==> src/rtl/pc_sequencer_pkg.sv <==
// ----------------------------------------------------------------------
// pc_sequencer_pkg: shared FSM encoding and default parameters. Rev 1.0
// ----------------------------------------------------------------------
`default_nettype none

package pc_sequencer_pkg;

  typedef enum logic [1:0] {
    ST_RUN      = 2'd0,
    ST_REDIRECT = 2'd1,
    ST_HALT     = 2'd2
  } state_e;

  localparam logic [31:0] DEFAULT_RESET_PC = 32'h0000_0000;
  localparam int          DEFAULT_CNT_W    = 16;

endpackage

`default_nettype wire

==> src/rtl/pc_sequencer_sat_counter.sv <==
// ----------------------------------------------------------------------
// sat_counter: up-counter that sticks at all-ones instead of wrapping. Rev 1.0
// ----------------------------------------------------------------------
`default_nettype none

module sat_counter #(
  parameter int WIDTH = 16
) (
  input  logic             clk,
  input  logic             rst,
  input  logic             en,
  input  logic             inc,
  output logic [WIDTH-1:0] count
);

  logic [WIDTH-1:0] count_q;

  always_ff @(posedge clk or posedge rst) begin
    if (rst) begin
      count_q <= '0;
    end else if (en && inc && (count_q != {WIDTH{1'b1}})) begin
      count_q <= count_q + 1'b1;
    end
  end

  assign count = count_q;

endmodule

`default_nettype wire

==> src/rtl/pc_sequencer.sv <==
// ----------------------------------------------------------------------
// pc_sequencer: fetch PC sequencer with RUN/REDIRECT/HALT control. Rev 1.0
// ----------------------------------------------------------------------
`default_nettype none

module pc_sequencer
  import pc_sequencer_pkg::*;
#(
  parameter logic [31:0] RESET_PC = DEFAULT_RESET_PC,
  parameter int          CNT_W    = DEFAULT_CNT_W
) (
  input  logic             clk,
  input  logic             rst,
  input  logic             en,
  input  logic             stall,
  input  logic             halt,
  input  logic             resume,
  input  logic             wtg_valid,
  input  logic [31:0]      wtg_pc_new,
  input  logic             wtg_branched,
  input  logic             wtg_is_jump,
  output logic [31:0]      pc,
  output logic [31:0]      pc_4,
  output logic             flush_if,
  output logic             flush_id,
  output logic             halted,
  output logic             align_err,
  output logic [CNT_W-1:0] taken_cnt,
  output logic [CNT_W-1:0] jump_cnt
);

  state_e      state_q;
  logic [31:0] pc_q;
  logic        align_err_q;
  logic        redirect_w;
  logic        accept_w;

  assign pc_4       = pc_q + 32'd4;
  assign redirect_w = (state_q == ST_RUN) && wtg_valid && (wtg_branched || wtg_is_jump);
  assign accept_w   = en && redirect_w;

  always_ff @(posedge clk or posedge rst) begin
    if (rst) begin
      state_q     <= ST_RUN;
      pc_q        <= RESET_PC;
      align_err_q <= 1'b0;
    end else if (en) begin
      case (state_q)
        ST_RUN: begin
          // A redirect outranks both halt and stall in the same cycle.
          if (redirect_w) begin
            pc_q    <= {wtg_pc_new[31:2], 2'b00};
            state_q <= ST_REDIRECT;
            if (wtg_pc_new[1:0] != 2'b00) align_err_q <= 1'b1;
          end else if (halt) begin
            state_q <= ST_HALT;
          end else if (!stall) begin
            pc_q <= pc_4;
          end
        end
        ST_REDIRECT: begin
          if (!stall) pc_q <= pc_4;
          state_q <= ST_RUN;
        end
        ST_HALT: begin
          if (resume) begin
            pc_q    <= pc_4;
            state_q <= ST_RUN;
          end
        end
        default: state_q <= ST_RUN;
      endcase
    end
  end

  // Flushes are gated by en so a frozen pipeline never sees a squash.
  assign flush_if  = en && (state_q == ST_REDIRECT);
  assign flush_id  = en && (state_q == ST_REDIRECT);
  assign halted    = (state_q == ST_HALT);
  assign pc        = pc_q;
  assign align_err = align_err_q;

  sat_counter #(.WIDTH(CNT_W)) u_taken_cnt (
    .clk   (clk),
    .rst   (rst),
    .en    (en),
    .inc   (accept_w && wtg_branched && !wtg_is_jump),
    .count (taken_cnt)
  );

  sat_counter #(.WIDTH(CNT_W)) u_jump_cnt (
    .clk   (clk),
    .rst   (rst),
    .en    (en),
    .inc   (accept_w && wtg_is_jump),
    .count (jump_cnt)
  );

endmodule

`default_nettype wire

==> config.mk <==
export PLATFORM = sky130hd
export DESIGN_NAME = pc_sequencer
export DESIGN_NICKNAME = d
export VERILOG_FILES = /design/src/rtl/pc_sequencer_pkg.sv /design/src/rtl/pc_sequencer_sat_counter.sv /design/src/rtl/pc_sequencer.sv
export SDC_FILE = /design/constraint.sdc
export NUM_CORES = 1
export LEC_CHECK = 0
export ABC_AREA = 1
export CAP_MARGIN = 20
export CELL_PAD_IN_SITES_DETAIL_PLACEMENT = 1
export CELL_PAD_IN_SITES_GLOBAL_PLACEMENT = 1
export CORE_MARGIN = 2
export CORE_UTILIZATION = 31
export DETAILED_ROUTE_END_ITERATION = 12
export PLACE_DENSITY_LB_ADDON = 0.1
export SLEW_MARGIN = 20
export SYNTH_ARGS = -nofsm -noshare
export SYNTH_HDL_FRONTEND = slang
export SYNTH_HIERARCHICAL = 1
export SYNTH_SLANG_ARGS = --single-unit
export TNS_END_PERCENT = 1
==> constraint.sdc <==
create_clock -name clk -period 2.1 [get_ports clk]
set_input_delay 0.42 -clock clk [delete_from_list [all_inputs] [get_ports clk]]
set_output_delay 0.42 -clock clk [all_outputs]
set_load 0.01 [all_outputs]
==> impl_metrics.yaml <==
floorplanning:
  die_x_um: 143
  design.die.area_um2: 20300
  coreArea_um2: 18800
  die_h_um: 143
  core.rowCount: 50
  start_util: 0.317
  ios: 141
synthesis:
  yosysWarnings: 6
  yosysUniqueCellTypes: 40
  yosys.area.top_type: "dfrtp_1"
  ys_ff_latch: 65
  avgSynthCellArea_um2: 6.04
  synthTopCellsByArea: "dfrtp_1 (27%), nand2_1 (26%), nor2_1 (6.8%)"
  synthArstFlopShare: 1.00
  netlist.area_leader.share: 0.273
  ys_top_cells_by_count: "nand2_1 (405), nor2_1 (108), inv_1 (82), nand3_1 (73), dfrtp_1 (65)"
  syn_inst: 986
  synth_edf_count: 0
  syn_area_um2: 5960
  seq_area_frac_synth: 0.273
  yosys_most_used_dff: "dfrtp_1"
  synth.most_common_cell: "nand2_1"
place:
  dp_hpwl_um: 17300
  numPortBuffers: 136
  postPlaceCellArea_um2: 8170
  globalplace.congestion: 0.819
  dp_slack_ps: -202
  dp.cells: 1418
pwr:
  power.share.clock: 0.150
  sequentialPowerShare: 0.187
  ir_drop_v: 0.000496
  p_comb_frac: 0.663
  p_int_mw: 6.01
  p_leak_nw: 4.30
  p_sw_mw: 5.31
  power_mw: 11.3
  p_per_area_nw_per_um2: 1260
  swShare: 0.469
clock_tree:
  cts_max_level: 3
  cts-buffers-inserted: 9
  cts-root-buf: "clkbuf_16"
  clkTransAtPathRegs_ps: 60
  holdBufCountCts: 0
  clock-sinks: 65
  worstSkewPairLatency_ps: 340
  tritoncts: "yes"
  cts.path.max_buffers: 2
timing:
  final.setup.worst_slack_ps: -184
  hold_viol: 0
  fin_worst_skew_ps: 8.34
  worstMarginPinSlew_ps: 518
  setup_violations: 22
  finalMaxSlewViolations: 0
  rsz0062_at_grt: "true"
  fmax_mhz: 438
  timing.hold.ws_ps: 438
  min_period_over_period: 1.09
  slew_headroom: 0.655
  fin_setup_tns_ps: -2010
  period_minus_slack_ps: 2280
drt:
  vias: 7145
  dr.pass1.iters: 4
  drc: 0
  ant_nets: 0
  wl_per_cell_um: 16.4
  routed_wl_um: 24000
  via_per_inst: 4.88
  drt_iter0_drc: 297
final_layout:
  final_cells: 1464
  drive_above_1_share: 0.243
  antennaDiodeCount: 0
  final_core_util: 0.480
  area_growth_pct: 51.2
  final_area_um2: 9010
  nNetsFinal: 1273
setup_path:
  cp_slowest_stage_delay_ps: 360
  critPathSlowestCell: "dfrtp_1"
  startpoint: "pc[17]$_DFFE_PP0P_"
  timing.rr.start: "pc[10]$_DFFE_PP0P_"
  cpMostUsedCell: "buf_6"
  rrSetupSlack_ps: -50
  reg2regPathDepth: 17
  crit_type: "reg -> out"
  start_kind: "register"
  cp-end-kind: "output port"
  required_ps: 1680
  crit_end: "pc_4[22]"
  worstPathCellList: "buf_4 > nand2_1 > nor2_1 > nand2_2 > nor2_4 > buf_6 > buf_6 > nand2_4 > nand2_4 > nand2_2 > buf_6"
  worst_ep_arrival_time_ps: 1860
  cp_max_fo: 5
  r2r_end: "pc[16]$_DFFE_PP0P_"
global_routing:
  grt_start_max_net_pins: 36
  overflow: 0
  grt_pass1_vias: 7433
  grt_usage: 0.237
  antenna_found_initial: 2
  grt_pass1_wl_um: 38200
job:
  max-cap-violations: 0
worst_hold_path:
  min_path_type: "in -> async"
run_status:
  status: "finished with violations"
  violations: "setup timing"
==> sequential cells by signal, indices dropped and copies added, names as in the netlist <==
| name | flops |
|---|---|
| pc | 30 |
| state_q | 2 |
| align_err | 1 |
| u_taken_cnt/count | 16 |
| u_jump_cnt/count | 16 |
==> power by group through the flow <==
stage	combinational (mW)	sequential (mW)	clock [mW]
2_1_floorplan	3.30	2.36	0
3_5_place_dp	7.08	2.10	0
5_1_grt	8.22	2.17	1.80
3_3_place_gp	6.99	2.08	0
4_1_cts	7.18	2.09	1.73
6_report	7.51	2.11	1.70
==> cells by family after synthesis <==
| kind of cell | synth area share |
|---|---|
| compound gates | 0.0903 |
| xor+xnor | 0.0302 |
| fa+ha+maj | 0.0147 |
| buf+inv | 0.0966 |
| flops | 0.273 |
| other cells | 0.000629 |
| simple gates | 0.495 |
==> cell usage in the layout, fill, tap and decap left out, drive strengths merged, types with 4 or more instances in the layout <==
master / Yosys / final
nand2: 427 / 427
and2: 4 / 4
nand4: 16 / 16
o21ai: 56 / 56
buf: 18 / 145
conb: 1 / 4
nor2: 142 / 142
nand3: 75 / 75
dlygate4sd2: 0 / 8
dfrtp: 65 / 65
clkbuf: 17 / 11
xor2: 12 / 12
xnor2: 6 / 6
ha: 7 / 7
a21oi: 32 / 32
inv: 87 / 88
clkinv: 3 / 5
clkdlybuf4s50: 0 / 105
o211ai: 6 / 6
==> final cells by class <==
class / instances / area (um^2)
clock buffers: 10 / 239
repair buffers: 260 / 2340
inverters: 90 / 340
well taps: 234 / 293
clock inverters: 6 / 90.1
flip-flops and latches: 65 / 1630
multi-input cells: 799 / 4080
fillers: 2501 / 9760
==> worst min-delay path by stage <==
stage | endpoint | depth (start not counted) | slack, ps | start
after floorplan | u_jump_cnt/count[0]$_DFFE_PP0P_ | 1 | 330 | rst
after global placement | align_err$_DFFE_PP0P_ | 1 | 470 | align_err$_DFFE_PP0P_
after detailed placement | align_err$_DFFE_PP0P_ | 1 | 470 | align_err$_DFFE_PP0P_
after CTS | u_taken_cnt/count[9]$_DFFE_PP0P_ | 3 | 450 | rst
after global routing | u_taken_cnt/count[9]$_DFFE_PP0P_ | 3 | 480 | rst
final | u_taken_cnt/count[9]$_DFFE_PP0P_ | 3 | 440 | rst
==> critical path: cells and delay by family, from the launching register on <==
family | cells | cell delay (ps)
buffers and inverters | 4 | 490
DFF | 1 | 360
and+or+nand+nor | 7 | 660
==> metal layers <==
layer	GRT usage	share of wire	up-vias
li1	-	-	3556
met1	0.285	0.42	3397
met2	0.436	0.51	149
met3	0.0339	0.041	39
met4	0.0724	0.024	4
met5	0	0.0010	-
==> repair_timing <==
item                       in CTS  in global routing
setup endpoints to repair      31                 36
setup buffers                  20                 10
pin swaps                      29                 24
resized for setup             149                 52
(Power assumes the default switching activity.)
